===== src/rtl/seg7_pkg.sv =====
// Shared constants and helpers for the eight-digit seven-segment scanner.
// Segment patterns are active-low {g,f,e,d,c,b,a}.
package seg7_pkg;

  localparam int unsigned NUM_DIGITS  = 8;
  localparam logic [7:0]  ANODE_OFF   = 8'hFF;
  localparam logic [7:0]  ANODE_FIRST = 8'hFE;

  localparam logic [6:0] SEG_BLANK = 7'b111_1111;
  localparam logic [6:0] SEG_0     = 7'b100_0000;
  localparam logic [6:0] SEG_1     = 7'b111_1001;
  localparam logic [6:0] SEG_2     = 7'b010_0100;
  localparam logic [6:0] SEG_3     = 7'b011_0000;
  localparam logic [6:0] SEG_4     = 7'b001_1001;
  localparam logic [6:0] SEG_5     = 7'b001_0010;
  localparam logic [6:0] SEG_6     = 7'b000_0010;
  localparam logic [6:0] SEG_7     = 7'b111_1000;
  localparam logic [6:0] SEG_8     = 7'b000_0000;
  localparam logic [6:0] SEG_9     = 7'b001_0000;
  localparam logic [6:0] SEG_A     = 7'b000_1000;
  localparam logic [6:0] SEG_B     = 7'b000_0011;
  localparam logic [6:0] SEG_C     = 7'b100_0110;
  localparam logic [6:0] SEG_D     = 7'b010_0001;
  localparam logic [6:0] SEG_E     = 7'b000_0110;
  localparam logic [6:0] SEG_F     = 7'b000_1110;

  // A legal ring position has exactly one anode driven low.
  function automatic logic an_in_ring(input logic [7:0] an);
    return $countones(~an) == 1;
  endfunction

  function automatic logic [2:0] an_to_digit(input logic [7:0] an);
    logic [2:0] idx;
    idx = 3'd0;
    for (int unsigned k = 0; k < NUM_DIGITS; k++) begin
      if (!an[k]) idx = 3'(k);
    end
    return idx;
  endfunction

endpackage


===== src/rtl/seg7_decode.sv =====
// Combinational hex nibble to active-low seven-segment pattern.
module seg7_decode
  import seg7_pkg::*;
(
  input  logic [3:0] nibble_i,
  output logic [6:0] seg_o
);

  always_comb begin
    seg_o = SEG_BLANK;
    unique case (nibble_i)
      4'h0: seg_o = SEG_0;
      4'h1: seg_o = SEG_1;
      4'h2: seg_o = SEG_2;
      4'h3: seg_o = SEG_3;
      4'h4: seg_o = SEG_4;
      4'h5: seg_o = SEG_5;
      4'h6: seg_o = SEG_6;
      4'h7: seg_o = SEG_7;
      4'h8: seg_o = SEG_8;
      4'h9: seg_o = SEG_9;
      4'hA: seg_o = SEG_A;
      4'hB: seg_o = SEG_B;
      4'hC: seg_o = SEG_C;
      4'hD: seg_o = SEG_D;
      4'hE: seg_o = SEG_E;
      4'hF: seg_o = SEG_F;
    endcase
  end

endmodule


===== src/rtl/seg7_scan.sv =====
// Time-multiplexed eight-digit seven-segment driver with registered pins.
// Optional leading-zero blanking: define SEG7_LEADING_ZERO_BLANK_EN.
module seg7_scan
  import seg7_pkg::*;
#(
  parameter int unsigned TICK_DIV = 100000
) (
  input  logic        clk,
  input  logic        reset,
  input  logic [31:0] data,
  input  logic [7:0]  dp_en,
  input  logic        load,
  output logic [7:0]  an,
  output logic [6:0]  seg,
  output logic        dp_n
);

  localparam int unsigned CntW = $clog2(TICK_DIV);

  logic [CntW-1:0] cnt_q, cnt_d;
  logic            tick;
  logic [31:0]     data_q;
  logic [7:0]      dp_q;
  logic [7:0]      an_q, an_d;
  logic [6:0]      seg_q, seg_d, seg_dec;
  logic            dp_n_q, dp_n_d;
  logic [2:0]      digit_idx;
  logic [3:0]      nibble;
  logic            blank;

  always_comb begin
    tick  = (cnt_q == CntW'(TICK_DIV - 1));
    cnt_d = tick ? '0 : cnt_q + CntW'(1);
  end

  // Out-of-ring values (including the blanked reset state) re-enter at digit 0.
  always_comb begin
    an_d      = an_in_ring(an_q) ? {an_q[6:0], an_q[7]} : ANODE_FIRST;
    digit_idx = an_to_digit(an_d);
    nibble    = data_q[{digit_idx, 2'b00} +: 4];
  end

  seg7_decode u_decode (
    .nibble_i (nibble),
    .seg_o    (seg_dec)
  );

  always_comb begin
`ifdef SEG7_LEADING_ZERO_BLANK_EN
    blank = (digit_idx != 3'd0) && ((data_q >> {digit_idx, 2'b00}) == 32'd0);
`else
    blank = 1'b0;
`endif
    seg_d  = blank ? SEG_BLANK : seg_dec;
    dp_n_d = ~dp_q[digit_idx];
  end

  // Pins change only on tick, so a load shows up at the following tick.
  always_ff @(posedge clk) begin
    if (reset) begin
      cnt_q  <= '0;
      data_q <= '0;
      dp_q   <= '0;
      an_q   <= ANODE_OFF;
      seg_q  <= SEG_BLANK;
      dp_n_q <= 1'b1;
    end else begin
      cnt_q <= cnt_d;
      if (load) begin
        data_q <= data;
        dp_q   <= dp_en;
      end
      if (tick) begin
        an_q   <= an_d;
        seg_q  <= seg_d;
        dp_n_q <= dp_n_d;
      end
    end
  end

  assign an   = an_q;
  assign seg  = seg_q;
  assign dp_n = dp_n_q;

endmodule


===== config.mk =====
export PLATFORM = sky130hd
export DESIGN_NAME = seg7_scan
export DESIGN_NICKNAME = d
export VERILOG_FILES = /design/src/rtl/seg7_pkg.sv /design/src/rtl/seg7_decode.sv /design/src/rtl/seg7_scan.sv
export SDC_FILE = /design/constraint.sdc
export NUM_CORES = 1
export LEC_CHECK = 0
export CAP_MARGIN = 20
export CORE_UTILIZATION = 48
export DETAILED_ROUTE_END_ITERATION = 8
export PLACE_DENSITY = 0.76
export SYNTH_ARGS = -nofsm -noshare
export SYNTH_HDL_FRONTEND = slang
export SYNTH_HIERARCHICAL = 1
export SYNTH_SLANG_ARGS = --single-unit

===== constraint.sdc =====
create_clock -name clk -period 4.9 [get_ports clk]
set_clock_uncertainty 0.15 [all_clocks]
set_input_delay 0.98 -clock clk [delete_from_list [all_inputs] [get_ports clk]]
set_output_delay 0.98 -clock clk [all_outputs]
set_load 0.02 [all_outputs]

==> results.cfg <==
[detailed_routing]
dr_total_vias = 2837
drt_wl_total_mm = 7.97
drc_errors = 0
ant_nets = 0
drtIter0Drc = 123
dr.pass1.iters = 4
viasPerCell = 5.11
wire_per_inst_um = 14.4

[cells_and_area]
nNetsFinal = 509
nFillCells = 578
drive_gt1_share_pct = 16.0
area_growth_syn_to_layout_pct = 28.6
fin_util_pct = 64.4
multi_input_area_mm2 = 0.00207
final_common_cell = nor2_1
mostFrequentLayoutCells = nor2_1, mux2i_1, dfxtp_1, clkdlybuf4s50_1, buf_4
seqCellArea_mm2 = 0.00147
antennaDiodeCount = 0

[floorplanning]
die_w_um = 89.5
die_h_um = 89.5
core_area_mm2 = 0.00733
io_pins = 59
dieArea_mm2 = 0.00800
rows = 31
start_util_pct = 50.1

[hold_path]
min-delay-start = cnt_q[0]$_SDFF_PP0_
hold_depth = 1
whs_endpoint = cnt_q[0]$_SDFF_PP0_
worstHoldPathType = reg2reg

[power_and_ir_drop]
ir_worst_vdd_mv = 0.152
power_density_mw_per_mm2 = 270
p_leak_nw = 2.03

[global_routing]
overflow = 0
antenna_found_initial = 0
grtUsageTotal_pct = 21.6
grt_pass1_wl_mm = 13.0
grt_max_degree = 58
grt_pass1_vias = 2628

[synth]
synth-xor-area-share_pct = 3.58
synth_area_mm2 = 0.00367
synth_compound_area_share_pct = 9.10
synth_nets = 436
yosysTopAreaCellShare_pct = 39.8
synthCells = 378
ys_warn_count = 6
synthAdderAreaFrac_pct = 5.93
yosys.area_share.simple_pct = 15.0
yosys.area.top_type = dfxtp_1
ys_seq_area_share_pct = 39.8
synth_mux_area_share_pct = 21.2
syn_avg_cell_area_um2 = 9.71
yosys-top-cells-area = dfxtp_1, mux2i_1, nor2_1
synth-edff-count = 0
ys_seq_elements = 73
synthDistinctLibCells = 49
synth_ff_type = dfxtp_1
synth_top_family_by_area = multiplexers
synth-async-reset-ratio_pct = 0

[timing]
slew_violations = 0
setup_viol = 0
fmax_ghz = 0.205
finalHoldViolCount = 0
fin_crit_ns = 4.87
rsz0062_at_grt = true
tns_ns = 0
period_share_pct = 99.5
maxSlewHeadroom_pct = 33.8
hold_ws_ns = 0.323
worst_pin_slew_ns = 0.993
setup_ws_ns = 0.0253

[clock_network]
insertion_delay_ns = 0.35
hold_buffers = 0
clockBufferDepth = 2
cts_made_buffers = 9
cts.sinks = 73
clk_pin_slew_ns = 0.08
h-tree-depth = 3
cts_tree = yes
cts_root_buf = clkbuf_8

[placed_design]
place_congestion = 0.828
pre_cts_slack_ns = -0.130
port_buffers = 58
place_hpwl_mm = 5.64

[worst_setup_path]
cpMostUsedCell = fa_1
cp_cell_sequence = fa_1 > inv_1 > fa_1 > fa_1 > ha_2 > inv_2 > fa_2 > o211a_4 > o21a_4 > and2_4 > mux2i_1 > mux2_4 > inv_4 > ha_4 > inv_4 > mux4_2 > a211o_1
critPathBufInv = 4
crit_path_max_incr_delay_ns = 0.53
arrival_ns = 4.95
critPathKind = reg2reg
cp-end-kind = flop
cp-start-kind = flop
cp.required_ns = 4.98
r2r_slack_ns = 0.03
rr_worst_depth = 17
cp_slowest_cell = fa_1
r2r-end = seg[3]$_SDFFE_PP1P_
crit_family = adder cells
worstPathMaxFanout = 6
regToRegStartpoint = an[0]$_SDFFE_PP1P_

[run_status]
outcome = completed

[flow_run]
drv_cap = 0
[kinds of logic after synthesis]
logic type | count (synthesis)
muxes | 76
buffers and inverters | 40
xor gates and xnor gates | 15
and+or+nand+nor | 118
DFF | 73
adders and majority gates | 15
AOI/OAI and AO/OA | 41
[Yosys cell counts, drive strengths merged, types with 5 or more instances]
master,n
dfxtp,73
nor2,73
mux2i,71
inv,19
buf,13
ha,11
nand2,11
xor2,11
and2,8
clkbuf,8
a211o,7
nand2b,6
nand4,6
o21ai,6
a21oi,5
nand3,5
[cell type report]
| cell class | instances | share of cell area [%] |
|---|---|---|
| Clock inverter | 7 | 2.01 |
| Clock buffer | 9 | 2.62 |
| Inverter | 19 | 1.62 |
| Multi-Input combinational cell | 265 | 43.9 |
| Sequential cell | 73 | 31.0 |
| Tap cell | 99 | 2.62 |
| Timing Repair Buffer | 83 | 16.2 |
[per-stage QoR]
step	total power, mW	std cells	area [um2]
5_1_grt	1.33	555	4720
3_3_place_gp	0.763	533	4410
3_5_place_dp	0.767	533	4410
6_report	1.28	555	4720
2_1_floorplan	0.713	378	3690
4_1_cts	1.28	553	4660
[worst max path at each step]
| stage | startpoint | to | cells past startpoint |
|---|---|---|---|
| finish | an[0]$_SDFFE_PP1P_ | seg[3]$_SDFFE_PP1P_ | 17 |
| global route | an[0]$_SDFFE_PP1P_ | seg[3]$_SDFFE_PP1P_ | 17 |
| CTS | an[0]$_SDFFE_PP1P_ | seg[3]$_SDFFE_PP1P_ | 17 |
| detailed placement | an[0]$_SDFFE_PP1P_ | seg[3]$_SDFFE_PP1P_ | 17 |
| global placement | an[0]$_SDFFE_PP1P_ | seg[3]$_SDFFE_PP1P_ | 17 |
| floorplan | an[0]$_SDFFE_PP1P_ | seg[3]$_SDFFE_PP1P_ | 18 |
[power breakdown]
group	total [mW]	switching [mW]	internal, mW	leakage, nW
sequential	0.630	0.0151	0.615	0.596
clock	0.516	0.230	0.286	0.109
combinational	0.131	0.0573	0.0738	1.33
total	1.28	0.302	0.975	2.03
[timing repair]
item / in CTS / in global routing
pin swaps: 1 / 3
resized for setup: 2 / 14
endpoints found under the setup margin: 2 / 7
buffers inserted: 4 / 2
[sequential cells by signal, indices dropped and copies added (netlist names)]
register / count
data_q: 32
cnt_q: 17
an: 8
dp_q: 8
seg: 7
dp_n: 1
[routing by layer]
layer | global-route usage [%] | wire length, um | share of wire [%]
met1 | 30.4 | 3950 | 50
met2 | 33.0 | 3660 | 46
met4 | 9.09 | 104 | 1.3
met3 | 3.42 | 256 | 3.2
met5 | 0 | 0 | 0
No activity file was read; power rests on OpenSTA's default activity.
